===== config.mk =====
export PLATFORM = sky130hd
export DESIGN_NAME = ro_measure_sequencer
export DESIGN_NICKNAME = d
export VERILOG_FILES = /design/src/rtl/ro_measure_sequencer.sv
export SDC_FILE = /design/constraint.sdc
export NUM_CORES = 1
export LEC_CHECK = 0
export CAP_MARGIN = 0
export CORE_ASPECT_RATIO = 1.75
export CORE_MARGIN = 8
export CORE_UTILIZATION = 40
export CTS_CLUSTER_DIAMETER = 50
export DETAILED_ROUTE_END_ITERATION = 12
export GPL_TIMING_DRIVEN = 0
export PLACE_DENSITY = 0.79
export SLEW_MARGIN = 20
export SYNTH_ARGS = -nofsm -noshare
export SYNTH_HDL_FRONTEND = slang
export SYNTH_SLANG_ARGS = --single-unit

===== constraint.sdc =====
create_clock -name clk -period 4.45 [get_ports clk]
set_input_delay 0.445 -clock clk [delete_from_list [all_inputs] [get_ports clk]]
set_output_delay 0.445 -clock clk [all_outputs]
set_load 0.02 [all_outputs]

===== src/rtl/ro_measure_sequencer.sv =====
// Sequencer for a bank of ring-oscillator counters: clear, gate, settle, capture, one channel at a time.
// Optional build macro RO_SEQ_CONTINUOUS_EN adds the continuous input for back-to-back sweeps.
module ro_measure_sequencer #(
   parameter int  NUM_CH        = 4,
   parameter int  COUNT_W       = 24,
   parameter int  CLEAR_CYCLES  = 2,
   parameter int  GATE_CYCLES   = 1024,
   parameter int  SETTLE_CYCLES = 4,
   localparam int CH_W          = (NUM_CH > 1) ? $clog2(NUM_CH) : 1
) (
   input  logic                      clk,
   input  logic                      reset,
   input  logic                      start,
   input  logic                      abort,
   input  logic [NUM_CH-1:0]         ch_mask,
   input  logic [NUM_CH*COUNT_W-1:0] ro_count,
   output logic [NUM_CH-1:0]         ro_enable,
   output logic                      ro_reset,
   output logic                      busy,
   output logic                      done,
   output logic                      result_valid,
   output logic [CH_W-1:0]           result_ch,
   output logic [COUNT_W-1:0]        result_count
`ifdef RO_SEQ_CONTINUOUS_EN
   ,
   input  logic                      continuous
`endif
);

   localparam int MAX_CYC = (CLEAR_CYCLES > GATE_CYCLES)
                          ? ((CLEAR_CYCLES > SETTLE_CYCLES) ? CLEAR_CYCLES : SETTLE_CYCLES)
                          : ((GATE_CYCLES > SETTLE_CYCLES) ? GATE_CYCLES : SETTLE_CYCLES);
   localparam int CNT_W   = $clog2(MAX_CYC + 1);

   localparam logic [CNT_W-1:0] CLEAR_LD  = CNT_W'(CLEAR_CYCLES - 1);
   localparam logic [CNT_W-1:0] GATE_LD   = CNT_W'(GATE_CYCLES - 1);
   localparam logic [CNT_W-1:0] SETTLE_LD = CNT_W'(SETTLE_CYCLES - 1);

   typedef enum logic [2:0] {
      S_IDLE, S_CLEAR, S_GATE, S_SETTLE, S_CAPTURE, S_DONE
   } state_t;

   state_t              state, state_nxt;
   logic [CH_W-1:0]     ch, ch_nxt;
   logic [NUM_CH-1:0]   mask_q;
   logic [CNT_W-1:0]    cnt, cnt_nxt;
   logic                mask_ld, capture, done_nxt, cont_en;
   logic [NUM_CH-1:0]   ro_enable_nxt;
   logic                ro_reset_nxt, busy_nxt;
   logic [CH_W:0]       first_in, first_q, next_q;
   logic [COUNT_W-1:0]  ch_count;

   // Returns {found, index} of the lowest set bit at or above 'from'.
   function automatic logic [CH_W:0] find_set(input logic [NUM_CH-1:0] m, input int from);
      logic [CH_W:0] r;
      r = '0;
      for (int i = NUM_CH - 1; i >= 0; i--) begin
         if (i >= from && m[i]) r = {1'b1, CH_W'(i)};
      end
      return r;
   endfunction

`ifdef RO_SEQ_CONTINUOUS_EN
   assign cont_en = continuous;
`else
   assign cont_en = 1'b0;
`endif

   assign first_in = find_set(ch_mask, 0);
   assign first_q  = find_set(mask_q, 0);
   assign next_q   = find_set(mask_q, int'(ch) + 1);
   assign ch_count = ro_count[int'(ch)*COUNT_W +: COUNT_W];

   always_comb begin
      // NOTE: every signal gets a default before the case, otherwise paths that skip it infer latches.
      state_nxt = state;
      ch_nxt    = ch;
      cnt_nxt   = (cnt != '0) ? cnt - 1'b1 : cnt;
      mask_ld   = 1'b0;
      capture   = 1'b0;
      done_nxt  = 1'b0;

      unique case (state)
         S_IDLE: begin
            if (start) begin
               mask_ld = 1'b1;
               if (first_in[CH_W]) begin
                  state_nxt = S_CLEAR;
                  ch_nxt    = first_in[CH_W-1:0];
                  cnt_nxt   = CLEAR_LD;
               end else begin
                  state_nxt = S_DONE;
                  done_nxt  = 1'b1;
               end
            end
         end
         S_CLEAR: if (cnt == '0) begin
            state_nxt = S_GATE;
            cnt_nxt   = GATE_LD;
         end
         S_GATE: if (cnt == '0) begin
            state_nxt = S_SETTLE;
            cnt_nxt   = SETTLE_LD;
         end
         S_SETTLE: if (cnt == '0) state_nxt = S_CAPTURE;
         S_CAPTURE: begin
            capture = 1'b1;
            if (next_q[CH_W]) begin
               state_nxt = S_CLEAR;
               ch_nxt    = next_q[CH_W-1:0];
               cnt_nxt   = CLEAR_LD;
            end else if (cont_en) begin
               // Sweep wraps to the lowest channel; done still marks the sweep boundary.
               state_nxt = S_CLEAR;
               ch_nxt    = first_q[CH_W-1:0];
               cnt_nxt   = CLEAR_LD;
               done_nxt  = 1'b1;
            end else begin
               state_nxt = S_DONE;
               done_nxt  = 1'b1;
            end
         end
         S_DONE:  state_nxt = S_IDLE;
         default: state_nxt = S_IDLE;
      endcase

      if (abort && state != S_IDLE && state != S_DONE) begin
         state_nxt = S_IDLE;
         capture   = 1'b0;
         done_nxt  = 1'b1;
      end

      // Outputs are decoded from the next state and registered so the oscillator enables never glitch.
      ro_enable_nxt = '0;
      if (state_nxt == S_GATE) ro_enable_nxt[ch_nxt] = 1'b1;
      ro_reset_nxt = (state_nxt == S_IDLE) || (state_nxt == S_CLEAR) || (state_nxt == S_DONE);
      busy_nxt     = (state_nxt != S_IDLE) && (state_nxt != S_DONE);
   end

   always_ff @(posedge clk) begin
      if (reset) begin
         state        <= S_IDLE;
         ch           <= '0;
         mask_q       <= '0;
         cnt          <= '0;
         ro_enable    <= '0;
         ro_reset     <= 1'b1;
         busy         <= 1'b0;
         done         <= 1'b0;
         result_valid <= 1'b0;
         result_ch    <= '0;
         result_count <= '0;
      end else begin
         // NOTE: non-blocking assignments here so every register samples pre-edge values.
         state        <= state_nxt;
         ch           <= ch_nxt;
         cnt          <= cnt_nxt;
         ro_enable    <= ro_enable_nxt;
         ro_reset     <= ro_reset_nxt;
         busy         <= busy_nxt;
         done         <= done_nxt;
         result_valid <= capture;
         if (mask_ld) mask_q <= ch_mask;
         if (capture) begin
            result_count <= ch_count;
            result_ch    <= ch;
         end
      end
   end

endmodule


### Word-level counts from Yosys, hierarchy flattened

Index checks and enable logic that the tools add are counted.

| storage, ports and cells | value |
|---|---|
| register bits | 54 |
| bits in latches | 0 |
| RAM bits | 0 |
| memory bits (read-only) | 0 |
| bits of input ports | 104 |
| output and inout port bits | 34 |
| logic and storage cells | 86 |
| memories kept | 0 |

| operators by class | value |
|---|---|
| add/subtract/negate cells | 2 |
| $mul | 1 |
| div/mod/pow operators | 0 |
| order comparisons | 6 |
| eq/ne operators | 9 |
| shift-type cells | 1 |
| mux-type cells | 38 |
| bitwise gates (word level) | 1 |
| reductions and logical operators | 17 |

Operators with widths:

| operator | count |
|---|---|
| 96-bit by 8-bit indexed part select with 24-bit output | 1 |
| 11-bit two-way mux | 6 |
| 3-bit two-way mux | 15 |
| 11-bit one-hot mux with 4 select lines | 1 |
| 3-bit one-hot mux with 5 select lines | 1 |
| 11-bit logical NOT | 1 |
| 11-bit nonzero test | 1 |
| 11-bit by 1-bit subtractor with 11-bit output, second input constant | 1 |
| 3-bit by 2-bit equality test with 1-bit output, second input constant | 3 |
| 1-bit two-way mux | 9 |
| 1-bit logical AND | 8 |
| 3-bit by 1-bit equality test with 1-bit output, second input constant | 2 |
| 3-bit equality test, second input constant | 2 |
| 1-bit by 3-bit greater-or-equal comparator with 1-bit output, first input constant | 2 |
| 2-bit by 3-bit greater-or-equal comparator with 1-bit output, first input constant | 2 |
| 3-bit logical NOT | 2 |
| 2-bit two-way mux | 3 |
| 3-bit != test, second input constant | 2 |
| 3-bit nonzero test | 2 |
| 2-bit by 2-bit multiplier with 4-bit output, second input constant | 1 |
| 2-bit one-hot mux with 2 select lines | 1 |
| 2-bit by 1-bit adder with 3-bit output, second input constant | 1 |
| 2-bit by 3-bit less-than comparator with 1-bit output, second input constant | 1 |
| 1-bit demux with 2-bit select | 1 |
| other kinds (5) | 6 |

### Longest topological paths before layout

Gate-level depths: netlist (run 1).

| depth | value |
|---|---|
| depth in word-level cells | 13 |
| mapped depth | 9 |

### Worst setup path after synthesis (run 1)

Ideal clock, no wire load.

| timing | value |
|---|---|
| kind | flip-flop to flip-flop |
| from | reg cnt[0] |
| to | reg ro_enable[2] |
| library setup time | 0.073 ns |
| data arrival time | 1.972 ns |
| data required time | 4.377 ns |
| path slack | 2.406 ns |
| cell stages (with the launch flop) | 9 |
| period minus slack after synthesis | 2.044 ns |
| path through | dfxtp_1 -> inv_1 -> ha_1 -> or3b_1 -> buf_2 -> nor4_4 -> mux2_4 -> a21o_4 -> nor3b_2 |

| on the way | value |
|---|---|
| word-level cells in the longest chain between the ends | 7 |

RTL lines:

| item | line | source |
|---|---|---|
| from (decl) | 46 | `logic [CNT_W-1:0] cnt, cnt_nxt;` |
| from (signal assigned) | 157 | `cnt <= cnt_nxt;` |
| 11-bit logical NOT * | 97, 101, 105 |  |
| 3-bit two-way mux (on tied branches) | 105, 101, 97 |  |
| 3-bit one-hot mux with 5 select lines * | 83 | `unique case (state)` |
| 3-bit two-way mux * | 127 | `if (abort && state != S_IDLE && state != S_DONE) begin` |
| 3-bit by 2-bit equality test with 1-bit output * | 135 | `if (state_nxt == S_GATE) ro_enable_nxt[ch_nxt] = 1'b1;` |
| 1-bit inverter (no source line) * | - |  |
| 2-bit OR reduction (no source line) * | - |  |
| to (signal assigned) | 158 | `ro_enable <= ro_enable_nxt;` |
| to (decl) | 17 | `output logic [NUM_CH-1:0] ro_enable,` |

Every way passes the cells marked *; elsewhere a longest branch is shown, timed or not.
A chain may end at the register's enable or synchronous reset.

### Worst setup path in the final report (run 1)

| timing | value |
|---|---|
| from | reg cnt[4] |
| to | reg cnt[0] |

| on the way | value |
|---|---|
| word-level cells in the longest chain between the ends | 5 |

RTL lines:

| item | line | source |
|---|---|---|
| 11-bit nonzero test | 78 | `cnt_nxt = (cnt != '0) ? cnt - 1'b1 : cnt;` |
| 11-bit two-way mux | 78 |  |
| 11-bit two-way mux | 87 | `if (first_in[CH_W]) begin` |
| 11-bit two-way mux | 85 | `if (start) begin` |
| 11-bit one-hot mux with 4 select lines * | 83 |  |

Marked as above.

==> flow_metrics.env, run 1 <==
export IMPL_rsz0062_at_grt="false"
export IMPL_cp_cell_sequence="nor4_1 > nand3_1 > ha_1 > nor3_1 > a21oi_1 > o311a_1"
export IMPL_viasPerCell=5.37
export IMPL_grt_ovfl_total=0
export IMPL_clock_skew_ns=0.00910
export IMPL_critPathCaptureType="flop"
export IMPL_numClockSinks=53
export IMPL_wirelength_mm=9.28
export IMPL_critPathArrivalTime_ns=2.46
export IMPL_cp_start_kind="flop"
export IMPL_maxSlewViolCount=0
export IMPL_numCtsBuffers=5
export IMPL_vdd_drop_max_uv=190
export IMPL_tritoncts="done"
export IMPL_crit_buf_inv=0
export IMPL_clockRootBuffer="clkbuf_16"
export IMPL_mostFrequentLayoutCell="clkdlybuf4s50_1"
export IMPL_nNetsFinal=565
export IMPL_routedWlPerCell_um=17.0
export IMPL_num_vias=2932
export IMPL_coreArea_um2=7130
export IMPL_drive_gt1_share_pct=11.5
export IMPL_dieArea_um2=10400
export IMPL_use_met1_pct=17.4
export IMPL_pwr_share_comb_pct=44.8
export IMPL_cap_violations=0
export IMPL_antenna_found_initial=0
export IMPL_postRouteAntennaNets=0
export IMPL_holdCritPathClass="reg -> reg"
export IMPL_crit_family="simple AND/OR/NAND/NOR gates"
export IMPL_synth_area_per_cell_um2=9.27
export IMPL_tightest_slew_ns=0.679
export IMPL_timing_rr_start="cnt[4]"
export IMPL_internal_power_mw=1.16
export IMPL_synth_flop_cell="dfxtp_1"
export IMPL_place_ws_ns=2.09
export IMPL_relSlewSlack_pct=54.0
export IMPL_clock_path_buffers=2
export IMPL_area_growth_pct=56.0
export IMPL_synth_edf_count=0
export IMPL_synth_area_leader_cell="dfxtp_1"
export IMPL_final_cell_mix="137 x clkdlybuf4s50_1, 60 x nand2_1, 53 x dfxtp_1"
export IMPL_reg2reg_to="cnt[0]"
export IMPL_synth_warnings=0
export IMPL_clkLatencyLatePin_ns=0.30
export IMPL_fin_tns_setup_ns=0
export IMPL_drc=0
export IMPL_critPathCapture="cnt[0]"
export IMPL_grt_pass1_wl_mm=15.1
export IMPL_seq_area_frac_synth_pct=36.3
export IMPL_globalRouteMet2Util_pct=34.2
export IMPL_cp_depth=6
export IMPL_power_net_switching_mw=0.641
export IMPL_slowest_stage="nor4_1"
export IMPL_synth_cells=315
export IMPL_required_ns=4.63
export IMPL_fin_crit_ns=2.28
export IMPL_die_w_um=80.6
export IMPL_grt_pass1_vias=3226
export IMPL_cp_max_fo=8
export IMPL_crit_start="cnt[4]"
export IMPL_clockPowerShare_pct=22.8
export IMPL_numPortBuffers=137
export IMPL_p_leak_nw=1.58
export IMPL_critPathMaxStageDelay_ns=0.58
export IMPL_die_h_um=129
export IMPL_netSwitchingFraction_pct=35.6
export IMPL_start_util_pct=40.9
export IMPL_synth_cell_types=53
export IMPL_seq_power_share_pct=32.4
export IMPL_drtPass1Iterations=4
export IMPL_max_freq_mhz=439
export IMPL_hold_viol_final=0
export IMPL_hpwl_mm=7.89
export IMPL_antenna_diode_count=0
export IMPL_synth_async_sr_flop_share_pct=0
export IMPL_cts_resized=0
export IMPL_track_usage_pct=18.4
export IMPL_power_density_nw_per_um2=395
export IMPL_syn_num_nets=421
export IMPL_post_cts_buffers=0
export IMPL_r2r_cells=6
export IMPL_place_gp_congestion=0.897
export IMPL_drtIter0Drc=105
export IMPL_cts_htree_levels=2
export IMPL_grt_busiest_layer="met2"
export IMPL_rrSetupSlack_ns=2.17
export IMPL_status="complete, no violations"
export IMPL_crit_type="reg -> reg"
export IMPL_grt_max_degree=18
export IMPL_met3_usage_pct=5.62
export IMPL_cts_hold_buffers=0
export IMPL_syn_area_um2=2920
export IMPL_yosysTopAreaCellShare_pct=36.3
export IMPL_ioPinCount=138
export IMPL_path_clk_slew_ns=0.08
export IMPL_synth_area_leaders="dfxtp_1 36%, mux4_2 19%, nand2_1 7.7%"
export IMPL_num_rows=41
export IMPL_setup_viol=0
export IMPL_synth_seq_cells=53
export IMPL_fin_ws_ns=2.17
export IMPL_fin_crit_sh_pct=51.2
[power by group through the flow]
stage                     clock (mW)  combinational (mW)  sequential, mW
after floorplan                    0               0.575           0.590
after global placement             0               0.790           0.591
after detailed placement           0               0.812           0.595
after CTS                      0.415               0.815           0.584
after global routing           0.433               0.889           0.593
final                          0.410               0.807           0.584
[cells by family after synthesis]
kind of cell	Yosys count	synth area share, %
AND/OR/NAND/NOR	119	20.4
buffers and inverters	28	3.86
flip-flops	53	36.3
XOR/XNOR	3	0.900
AO/OA/AOI/OAI	79	16.5
multiplexers	31	21.2
adder cells (fa/ha/maj)	2	0.857
[cell usage after synthesis, drive strengths merged (4+ instances only)]
| cell | n |
|---|---|
| a21oi | 41 |
| buf | 8 |
| clkbuf | 14 |
| dfxtp | 53 |
| inv | 6 |
| mux2i | 4 |
| mux4 | 24 |
| nand2 | 60 |
| nor2 | 19 |
| nor2b | 4 |
| nor3 | 9 |
| nor4 | 4 |
| o21ai | 15 |
| or2 | 5 |
[how the worst min path moves through the flow]
stage | from | to | slack [ns] | cells past startpoint
after global placement | result_count[11] | result_count[11] | 0.44 | 2
after floorplan | cnt[10] | cnt[10] | 0.43 | 2
after CTS | result_count[4] | result_count[4] | 0.46 | 2
after global routing | result_count[4] | result_count[4] | 0.48 | 2
final | result_count[9] | result_count[9] | 0.45 | 2
after detailed placement | result_count[4] | result_count[4] | 0.45 | 2
[per-stage QoR]
step / hold WS, ns / utilization (%) / power, mW / std cells / instance area, um^2
after global routing: 0.479 / 63.9 / 1.92 / 546 / 4550
after global placement: 0.442 / 61.7 / 1.38 / 538 / 4400
after CTS: 0.456 / 63.9 / 1.81 / 546 / 4550
after floorplan: 0.430 / - / 1.16 / 315 / 2920
final: 0.455 / 63.9 / 1.80 / 546 / 4550
after detailed placement: 0.446 / 61.7 / 1.41 / 538 / 4400
[cell type report]
class | instances | area, um^2
Buffer | 22 | 90.1
Clock buffer | 6 | 139
Clock inverter | 2 | 17.5
Fill cell | 613 | 2580
Inverter | 6 | 22.5
Multi-Input combinational cell | 234 | 1750
Sequential cell | 53 | 1060
Tap cell | 86 | 108
Timing Repair Buffer | 137 | 1370
[sequential cells by signal, summed over array words and instances (netlist names)]
| name | cells |
|---|---|
| ro_enable | 4 |
| mask_q | 3 |
| state | 3 |
| ro_reset | 1 |
| ch | 2 |
| cnt | 11 |
| result_ch | 2 |
| result_count | 24 |
| done | 1 |
| result_valid | 1 |
| busy | 1 |
[worst reg2reg max path: cells and delay by family, from the launching register on]
family	cells	cell delay, ns
adders and majority gates	1	0.38
DFF	1	0.38
AOI/OAI and AO/OA	2	0.35
and+or+nand+nor	3	1.06
[per-layer routing]
metal	part of all wire [%]	up-vias
met3	6.6	17
met5	0	-
li1	-	1433
met2	55	97
met1	35	1385
met4	3.2	0
(Power assumes the default switching activity.)
==> run 2: changes to the inputs <==
==> constraint.sdc (replaced) <==
create_clock -name clk -period 2.15 [get_ports clk]
set_input_delay 0.215 -clock clk [delete_from_list [all_inputs] [get_ports clk]]
set_output_delay 0.215 -clock clk [all_outputs]
set_load 0.02 [all_outputs]
==> flow_metrics.env, run 2 (synthesis results as in run 1) <==
export IMPL_fin_ws_ns=-0.00467
export IMPL_cp_start_kind="flop"
export IMPL_power_density_nw_per_um2=840
export IMPL_rrSetupSlack_ns=-0.005
export IMPL_setup_viol=2
export IMPL_vdd_drop_max_uv=443
export IMPL_die_w_um=80.6
export IMPL_violations="negative setup slack"
export IMPL_relSlewSlack_pct=54.5
export IMPL_viasPerCell=5.37
export IMPL_path_clk_slew_ns=0.07
export IMPL_fin_crit_ns=2.15
export IMPL_rsz0062_at_grt="true"
export IMPL_clock_skew_ns=0.00809
export IMPL_holdCritPathClass="reg -> reg"
export IMPL_antenna_diode_count=0
export IMPL_drtIter0Drc=101
export IMPL_wirelength_mm=9.35
export IMPL_finalNonFillerCells=549
export IMPL_clockRootBuffer="clkbuf_16"
export IMPL_drive_gt1_share_pct=15.3
export IMPL_hp_start="result_count[9]"
export IMPL_mostFrequentLayoutCell="clkdlybuf4s50_1"
export IMPL_cp_max_fo=7
export IMPL_top_regs="result_count (24), cnt (11), ro_enable (4)"
export IMPL_postRouteAntennaNets=0
export IMPL_drc=0
export IMPL_numPortBuffers=137
export IMPL_hpwl_mm=7.89
export IMPL_coreArea_um2=7130
export IMPL_crit_type="reg -> reg"
export IMPL_critPathCaptureType="flop"
export IMPL_timing_rr_start="cnt[1]"
export IMPL_p_leak_nw=1.62
export IMPL_cp_cell_sequence="inv_2 > ha_4 > or3b_4 > buf_8 > nor4_4 > mux2_4 > a21o_4 > nor3b_2"
export IMPL_clkLatencyLatePin_ns=0.29
export IMPL_track_usage_pct=18.4
export IMPL_max_freq_mhz=464
export IMPL_clock_path_buffers=2
export IMPL_drtPass1Iterations=4
export IMPL_required_ns=2.37
export IMPL_finalPower_mw=3.89
export IMPL_numCtsBuffers=5
export IMPL_min_delay_worst_endpoint="result_count[9]"
export IMPL_numClockSinks=53
export IMPL_tightest_slew_ns=0.672
export IMPL_place_gp_congestion=0.897
export IMPL_critPathArrivalTime_ns=2.38
export IMPL_num_vias=2950
export IMPL_die_h_um=129
export IMPL_hold_viol_final=0
export IMPL_tritoncts="done"
export IMPL_num_rows=41
export IMPL_start_util_pct=40.9
export IMPL_grt_pass1_wl_mm=15.2
export IMPL_status="complete, but fails checks"
export IMPL_fin_crit_sh_pct=100
export IMPL_largest_register="result_count"
export IMPL_final_cell_mix="137 x clkdlybuf4s50_1, 60 x nand2_1, 51 x dfxtp_1"
export IMPL_routedWlPerCell_um=17.0
export IMPL_r2r_cells=8
export IMPL_antenna_found_initial=0
export IMPL_grt_pass1_vias=3217
export IMPL_dieArea_um2=10400
export IMPL_area_growth_pct=58.8
export IMPL_ioPinCount=138
export IMPL_cts_htree_levels=2
export IMPL_nNetsFinal=568
export IMPL_critPathMaxStageDelay_ns=0.38
export IMPL_fin_tns_setup_ns=-0.00782
export IMPL_dp_cells=538
export IMPL_grt_ovfl_total=0
export IMPL_largest_reg_flops=24
export IMPL_grt_max_degree=18
export IMPL_maxSlewViolCount=0
export IMPL_slowest_stage="or3b_4"
export IMPL_reg2reg_to="ro_enable[0]"
export IMPL_hold_depth=2
export IMPL_cap_violations=0
==> run 2: cell count changes in the layout (fill, tap and decap cells not counted), sizes merged <==
| cell | change |
|---|---|
| buf | +2 |
| clkbuf | +1 |
==> run 2: power by group <==
| part | leakage (nW) | internal, mW | switching (mW) |
|---|---|---|---|
| registers | 0.430 | 1.10 | 0.130 |
| clock network | 0.0775 | 0.471 | 0.377 |
| logic | 1.11 | 0.944 | 0.869 |
| total | 1.62 | 2.51 | 1.38 |
==> run 2: worst max path at each step <==
stage	to	depth (start not counted)	startpoint
finish	ro_enable[0]	8	cnt[1]
global route	ro_enable[0]	8	cnt[1]
CTS	ro_enable[2]	8	cnt[1]
detailed placement	cnt[0]	6	cnt[4]
global placement	cnt[0]	6	cnt[4]
floorplan	ro_enable[2]	8	cnt[0]
==> run 2: through the flow <==
stage / instance area [um^2] / util (%) / hold WS (ns) / setup slack, ns
detailed placement: 4400 / 61.7 / 0.446 / -0.126
CTS: 4560 / 64.0 / 0.456 / 0.00331
floorplan: 2920 / - / 0.340 / 0.106
global route: 4630 / 65.0 / 0.479 / -0.0768
global placement: 4400 / 61.7 / 0.442 / -0.0600
finish: 4630 / 65.0 / 0.454 / -0.00467
==> run 2: layout make-up <==
type / instances / area [um^2]
Buffer: 22 / 108
Clock buffer: 6 / 139
Clock inverter: 2 / 17.5
Fill cell: 612 / 2500
Inverter: 6 / 22.5
Multi-Input combinational cell: 234 / 1780
Sequential cell: 53 / 1060
Tap cell: 86 / 108
Timing Repair Buffer: 140 / 1390
==> run 2: what timing repair did <==
action | 4_1_cts | 5_1_grt
endpoints found under the setup margin | 5 | 32
setup buffers | 0 | 3
gates resized for setup | 1 | 25
pin swaps | 2 | 2
hold buffers | 0 | 0
==> run 2: per-layer routing <==
metal	vias up	GRT usage [%]	routed length (um)
li1	1438	-	-
met1	1391	17.4	3260
met2	100	34.3	5160
met3	21	5.62	614
met4	0	8.62	313
met5	-	0	0
==> run 2: worst max-delay path: cells and delay by family (launching register included) <==
family                     cells  cell delay, ns
AOI/OAI and AO/OA              1            0.21
DFF                            1            0.34
adders and majority gates      1            0.13
buffers and inverters          2            0.20
and+or+nand+nor                3            0.86
muxes                          1            0.35
